## src/rtl/periph_bus_pkg.sv

```systemverilog
// ============================================================================
// Module : periph_bus_pkg
// Brief  : Shared widths, command/device codes and arbiter state encoding for
//          the peripheral command bus.
// Rev    : 1.0  initial release
// ============================================================================
`default_nettype none

package periph_bus_pkg;

  localparam int DEV_W  = 5;
  localparam int CMD_W  = 6;
  localparam int DATA_W = 32;

  localparam logic [5:0] CMD_NOP   = 6'd0;
  localparam logic [5:0] CMD_WRITE = 6'd1;

  localparam logic [4:0] DEV_LED  = 5'd0;
  localparam logic [4:0] DEV_IDLE = 5'h1F;

  typedef enum logic [1:0] {
    ST_IDLE   = 2'd0,
    ST_ISSUE  = 2'd1,
    ST_LOCKED = 2'd2
  } arb_state_e;

endpackage

`default_nettype wire

```

## src/rtl/periph_bus_arbiter_rr_pick.sv

```systemverilog
// ============================================================================
// Module : rr_pick
// Brief  : Combinational rotate-priority selector; first set request bit
//          searching upward from last_owner+1, wrapping modulo NUM_REQ.
// Rev    : 1.0  initial release
// ============================================================================
`default_nettype none

module rr_pick #(
  parameter int NUM_REQ = 2,
  parameter int IDX_W   = 1
) (
  input  logic [NUM_REQ-1:0] i_req,
  input  logic [IDX_W-1:0]   i_last_owner,
  output logic [NUM_REQ-1:0] o_winner,
  output logic [IDX_W-1:0]   o_idx,
  output logic               o_any
);

  always_comb begin : p_pick
    logic [IDX_W-1:0] w_cand;
    logic             w_found;
    o_winner = '0;
    o_idx    = '0;
    w_found  = 1'b0;
    w_cand   = '0;
    for (int k = 1; k <= NUM_REQ; k++) begin
      w_cand = IDX_W'((int'(i_last_owner) + k) % NUM_REQ);
      if (!w_found && i_req[w_cand]) begin
        w_found          = 1'b1;
        o_idx            = w_cand;
        o_winner[w_cand] = 1'b1;
      end
    end
    o_any = w_found;
  end

endmodule

`default_nettype wire

```

## src/rtl/periph_bus_arbiter.sv

```systemverilog
// ============================================================================
// Module : periph_bus_arbiter
// Brief  : Round-robin owner of the shared peripheral command bus with locked
//          bursts. Optional macro PERIPH_ARB_LOCK_LIMIT_EN caps bursts at
//          LOCK_MAX consecutive issues.
// Rev    : 1.0  initial release
// ============================================================================
`default_nettype none

module periph_bus_arbiter #(
  parameter int NUM_REQ  = 2,
  parameter int DATA_W   = periph_bus_pkg::DATA_W,
  parameter int DEV_W    = periph_bus_pkg::DEV_W,
  parameter int CMD_W    = periph_bus_pkg::CMD_W,
  parameter int LOCK_MAX = 4
) (
  input  logic                        clk,
  input  logic                        reset,
  input  logic [NUM_REQ-1:0]          req,
  input  logic [NUM_REQ-1:0]          lock,
  input  logic [NUM_REQ*DEV_W-1:0]    req_device,
  input  logic [NUM_REQ*CMD_W-1:0]    req_command,
  input  logic [NUM_REQ*DATA_W-1:0]   req_data,
  output logic [NUM_REQ-1:0]          grant,
  output logic [NUM_REQ-1:0]          ack,
  output logic [DEV_W-1:0]            bus_device,
  output logic [CMD_W-1:0]            bus_command,
  output logic [DATA_W-1:0]           bus_data,
  output logic                        busy
);

  import periph_bus_pkg::*;

  localparam int IDX_W = (NUM_REQ > 1) ? $clog2(NUM_REQ) : 1;

  arb_state_e            r_state, w_state_nxt;
  logic [NUM_REQ-1:0]    r_grant, r_ack, w_grant_nxt;
  logic [DEV_W-1:0]      r_bus_dev, w_bus_dev_nxt;
  logic [CMD_W-1:0]      r_bus_cmd, w_bus_cmd_nxt;
  logic [DATA_W-1:0]     r_bus_data, w_bus_data_nxt;
  logic [IDX_W-1:0]      r_last, w_last_nxt, w_sel, w_pick_idx;
  logic [NUM_REQ-1:0]    w_pick;
  logic                  w_pick_any, w_issue, w_limit;

  logic [DEV_W-1:0]      w_dev  [NUM_REQ];
  logic [CMD_W-1:0]      w_cmd  [NUM_REQ];
  logic [DATA_W-1:0]     w_data [NUM_REQ];

  for (genvar gi = 0; gi < NUM_REQ; gi++) begin : g_unpack
    assign w_dev[gi]  = req_device[gi*DEV_W +: DEV_W];
    assign w_cmd[gi]  = req_command[gi*CMD_W +: CMD_W];
    assign w_data[gi] = req_data[gi*DATA_W +: DATA_W];
  end

  rr_pick #(
    .NUM_REQ (NUM_REQ),
    .IDX_W   (IDX_W)
  ) u_rr_pick (
    .i_req        (req),
    .i_last_owner (r_last),
    .o_winner     (w_pick),
    .o_idx        (w_pick_idx),
    .o_any        (w_pick_any)
  );

`ifdef PERIPH_ARB_LOCK_LIMIT_EN
  localparam int CNT_W = $clog2(LOCK_MAX + 1);

  logic [CNT_W-1:0] r_issue_cnt;

  assign w_limit = (r_issue_cnt >= CNT_W'(LOCK_MAX));

  // Consecutive issues by the current owner; the first issue out of IDLE counts as one.
  always_ff @(posedge clk) begin
    if (reset) begin
      r_issue_cnt <= '0;
    end else if (r_state == ST_IDLE) begin
      r_issue_cnt <= w_issue ? CNT_W'(1) : '0;
    end else if (w_issue && !w_limit) begin
      r_issue_cnt <= r_issue_cnt + CNT_W'(1);
    end
  end
`else
  logic w_unused_lock_max;

  assign w_unused_lock_max = (LOCK_MAX > 0);
  assign w_limit           = 1'b0;
`endif

  always_comb begin
    w_state_nxt = r_state;
    w_grant_nxt = '0;
    w_last_nxt  = r_last;
    w_sel       = r_last;
    w_issue     = 1'b0;
    case (r_state)
      ST_IDLE: begin
        w_sel = w_pick_idx;
        if (w_pick_any) begin
          w_issue     = 1'b1;
          w_grant_nxt = w_pick;
          w_last_nxt  = w_pick_idx;
          w_state_nxt = ST_ISSUE;
        end
      end
      ST_ISSUE, ST_LOCKED: begin
        // The owner is always r_last while the bus is held.
        if (req[r_last] && lock[r_last] && !w_limit) begin
          w_issue     = 1'b1;
          w_grant_nxt = r_grant;
          w_state_nxt = ST_LOCKED;
        end else begin
          w_state_nxt = ST_IDLE;
        end
      end
      default: w_state_nxt = ST_IDLE;
    endcase

    if (w_issue) begin
      w_bus_dev_nxt  = w_dev[w_sel];
      w_bus_cmd_nxt  = w_cmd[w_sel];
      w_bus_data_nxt = w_data[w_sel];
    end else begin
      w_bus_dev_nxt  = '1;
      w_bus_cmd_nxt  = CMD_W'(CMD_NOP);
      w_bus_data_nxt = '0;
    end
  end

  always_ff @(posedge clk) begin
    if (reset) begin
      r_state    <= ST_IDLE;
      r_grant    <= '0;
      r_ack      <= '0;
      r_bus_dev  <= '1;
      r_bus_cmd  <= CMD_W'(CMD_NOP);
      r_bus_data <= '0;
      r_last     <= IDX_W'(NUM_REQ - 1);
    end else begin
      r_state    <= w_state_nxt;
      r_grant    <= w_grant_nxt;
      r_ack      <= w_grant_nxt;
      r_bus_dev  <= w_bus_dev_nxt;
      r_bus_cmd  <= w_bus_cmd_nxt;
      r_bus_data <= w_bus_data_nxt;
      r_last     <= w_last_nxt;
    end
  end

  assign grant       = r_grant;
  assign ack         = r_ack;
  assign bus_device  = r_bus_dev;
  assign bus_command = r_bus_cmd;
  assign bus_data    = r_bus_data;
  assign busy        = (r_state != ST_IDLE);

endmodule

`default_nettype wire

```

## config.mk

```make
export PLATFORM = sky130hd
export DESIGN_NAME = periph_bus_arbiter
export DESIGN_NICKNAME = d
export VERILOG_FILES = /design/src/rtl/periph_bus_pkg.sv /design/src/rtl/periph_bus_arbiter_rr_pick.sv /design/src/rtl/periph_bus_arbiter.sv
export SDC_FILE = /design/constraint.sdc
export NUM_CORES = 1
export LEC_CHECK = 0
export ABC_AREA = 1
export BUFFER_PORTS_ARGS = -buffer_cell sky130_fd_sc_hd__buf_4
export CORE_MARGIN = 4
export CORE_UTILIZATION = 39
export CTS_CLUSTER_DIAMETER = 80
export DETAILED_ROUTE_END_ITERATION = 8
export PLACE_DENSITY = 0.88
export SYNTH_ARGS = -nofsm -noshare
export SYNTH_HDL_FRONTEND = slang
export SYNTH_SLANG_ARGS = --single-unit
```

## constraint.sdc

```tcl
create_clock -name clk -period 1.3 [get_ports clk]
set_input_delay 0.26 -clock clk [delete_from_list [all_inputs] [get_ports clk]]
set_output_delay 0.26 -clock clk [all_outputs]
set_load 0.03 [all_outputs]
```

==> impl_metrics.toml <==
[place]
place_congestion = 0.786
port_buffers = 139
dpl.hpwl_mm = 5.15
numPlacedInstances = 518

[synth]
synth_warnings = 0
synth_nets = 404
synthTopCellsByArea = "dfxtp_1, nand2_1, nand3_1, nor2_4, inv_1"
synthAdderAreaFrac_pct = 1.64
yosysUniqueCellTypes = 20
mappedNetlistArea_sq_um = 2290
synthTopCellsByCount = "nand2_1, dfxtp_1, nand3_1"
ys_ff_latch = 48
synth_top_area_share_pct = 41.9
syn_avg_cell_area_sq_um = 7.42
synthXorXnorAreaFrac_pct = 0
synth-compound-area-share_pct = 0.873
synthArstFlopShare_pct = 0
synth_edf_count = 0
synth_top_area_cell = "dfxtp_1"
synthCells = 309
synthFlopType = "dfxtp_1"
yosysSeqAreaShare_pct = 41.9
synthSimpleGateAreaFrac_pct = 42.9
yosysMostFrequentCell = "nand2_1"
synth_top_family_by_area = "simple AND/OR/NAND/NOR gates"
muxShareOfSynthArea_pct = 0

[cells_and_area]
final_util_pct = 67.8
synthToLayoutAreaGrowth_pct = 66.0
antenna_cells = 0
final_cells = 535
fin_nets = 557
final_layout_size_suffix_gt1_share_pct = 45.4

[critical_path]
slowest_stage = "dfxtp_2"
crit_chain = "inv_2 -> ha_4 -> inv_4 -> buf_6 -> buf_6"
critical_path.max_fanout = 3
worstReg2RegStart = "r_state[0]"
arrival_ns = 1.16
ff2ff_path_depth = 7
worst-r2r-setup-slack_ns = -0.07
reg2reg_to = "r_state[0]"
path_class = "reg2out"
timing.critical_path.buf_inv = 4
endpoint_kind = "output port"
startpoint_type = "flop"
max_stage_delay_ns = 0.35
cp_top_family = "flip-flops"
cp_data_required_time_ns = 1.04
cp_common_cell = "buf_6"

[route]
vias = 2496
finalWirelength_mm = 6.76
via_per_inst = 4.67
dr.first_iter.drc_count = 67
first_pass_iters = 5
drt.antenna.violating_nets = 0
drc = 0
wl_per_cell_um = 12.6

[sta]
slew_headroom_pct = 76.4
rsz0062_at_grt = "yes"
hold_viol = 0
min_period_over_period_pct = 109
fin_ws_ns = -0.118
setup_viol_count_final = 36
slew_violations = 0
tightest_slew_ns = 0.351
clock.fmax_ghz = 0.705
layout_min_cycle_time_ns = 1.42
skew_ns = 0.00771

[power_and_ir_drop]
leakage_nw = 2.05
power.internal_w = 0.00293
p_seq_share_pct = 36.8
ir_worst_vdd_uv = 699
p_clk_share_pct = 19.7
p_sw_w = 0.00164
power_frac_comb_pct = 43.5
p_sw_share_pct = 35.9
power_w = 0.00456
p_per_area_nw_per_um2 = 1200

[grt]
grt_max_degree = 35
grt_usage_pct = 18.6
grt_pass1_wl_mm = 11.0
grt_antenna_before_repair = 0
grt_pass1_vias = 2482
overflow = 0

[floorplan]
core_area_sq_um = 5610
io_pins = 140
start_util_pct = 40.9
num_rows = 27
die_area_sq_um = 7170
die_x_um = 84.7
die_h_um = 84.7

[clock_network]
cts_sinks = 48
clkTransAtPathRegs_ns = 0.09
cts_buffer_depth = 2
cts-buffers-inserted = 5
cts_tree = "yes"
clock_latency_ns = 0.29
root_buffer = "clkbuf_8"
cts-htree-levels = 2

[job]
timing.max_cap.violations = 0

[outcome]
status = "complete, but fails checks"
violations = "setup timing"

[hold_path]
min_path_type = "in2reg"
whs_path_depth = 2
worst_hold_startpoint = "reset"
min_to = "r_state[1]"
-- routing by layer --
metal | vias to the layer above | global-route usage (%) | share of wire (%)
li1 | 1245 | - | -
met1 | 1142 | 18.0 | 34
met2 | 95 | 36.7 | 56
met3 | 14 | 6.08 | 8.6
met4 | 0 | 5.47 | 1.9
met5 | - | 0 | 0
-- state kept, by name (all words and copies together) (netlist names) --
| name | flops |
|---|---|
| ack | 2 |
| bus_command | 6 |
| r_last | 1 |
| r_state | 2 |
| bus_device | 5 |
| bus_data | 32 |
-- worst reg2reg max path, stage by stage (launching register included) --
cell and delay (ns):
dfxtp_2 0.33, inv_2 0.07, ha_4 0.16, inv_4 0.05, buf_6 0.11, nor3_1 0.28, o21ai_0 0.15, a21oi_1 0.14
-- final cells by class --
class / instances / area, sq um
sequential: 48 / 963
fill: 458 / 1800
clock buffer: 6 / 82.6
timing repair buffer: 164 / 1380
clock inverter: 2 / 10.0
inverter: 43 / 164
tap: 72 / 90.1
multi-input combinational: 200 / 1120
-- power groups by stage --
stage	clock, W	combinational (W)	sequential (W)
floorplan	0	0.000878	0.00200
global placement	0	0.00181	0.00171
finish	0.000900	0.00198	0.00168
CTS	0.000935	0.00196	0.00168
global route	0.000986	0.00215	0.00169
detailed placement	0	0.00185	0.00171
-- per-stage QoR --
stage | instance area, sq um | setup slack (ns) | setup TNS [ns] | hold WS (ns)
after floorplan | 2340 | 0.00343 | 0 | 0.322
after global placement | 3510 | 0.00553 | 0 | 0.449
after detailed placement | 3510 | -0.0750 | -0.943 | 0.453
after CTS | 3750 | -0.102 | -0.255 | 0.146
after global routing | 3800 | -0.168 | -3.94 | 0.141
final | 3800 | -0.118 | -0.909 | 0.152
-- worst max path at each step --
stage / start / endpoint / slack (ns) / cells after the start
2_1_floorplan: r_state[0] / bus_command[0] / 0.003 / 8
5_1_grt: r_state[1] / busy / -0.17 / 5
3_5_place_dp: r_state[0] / r_state[0] / -0.07 / 7
4_1_cts: r_state[1] / busy / -0.10 / 5
6_report: r_state[1] / busy / -0.12 / 5
3_3_place_gp: r_state[0] / bus_data[27] / 0.006 / 7
-- kinds of logic (layout without fill, tap and decap cells) --
group	Yosys count	count (layout)
buf+inv	61	215
compound gates	4	4
simple gates	193	193
fa+ha+maj	3	3
flops	48	48
-- cell usage in the layout, fill, tap and decap left out, types with 4 or more instances in the layout --
cell type  count
nand3_1       47
buf_12         6
nand2_4        4
nand4_1        5
inv_1         40
nand2_1       89
dfxtp_1       46
nor2_4        21
clkbuf_8       6
buf_4        152
nor2_1        19
-- timing repair --
item	4_1_cts	5_1_grt
hold buffers	0	0
endpoints found under the setup margin	40	44
gates cloned	2	1
setup buffers	5	1
pin swaps	2	1
gates resized for setup	13	5
No activity file was read; power rests on OpenSTA's default activity.
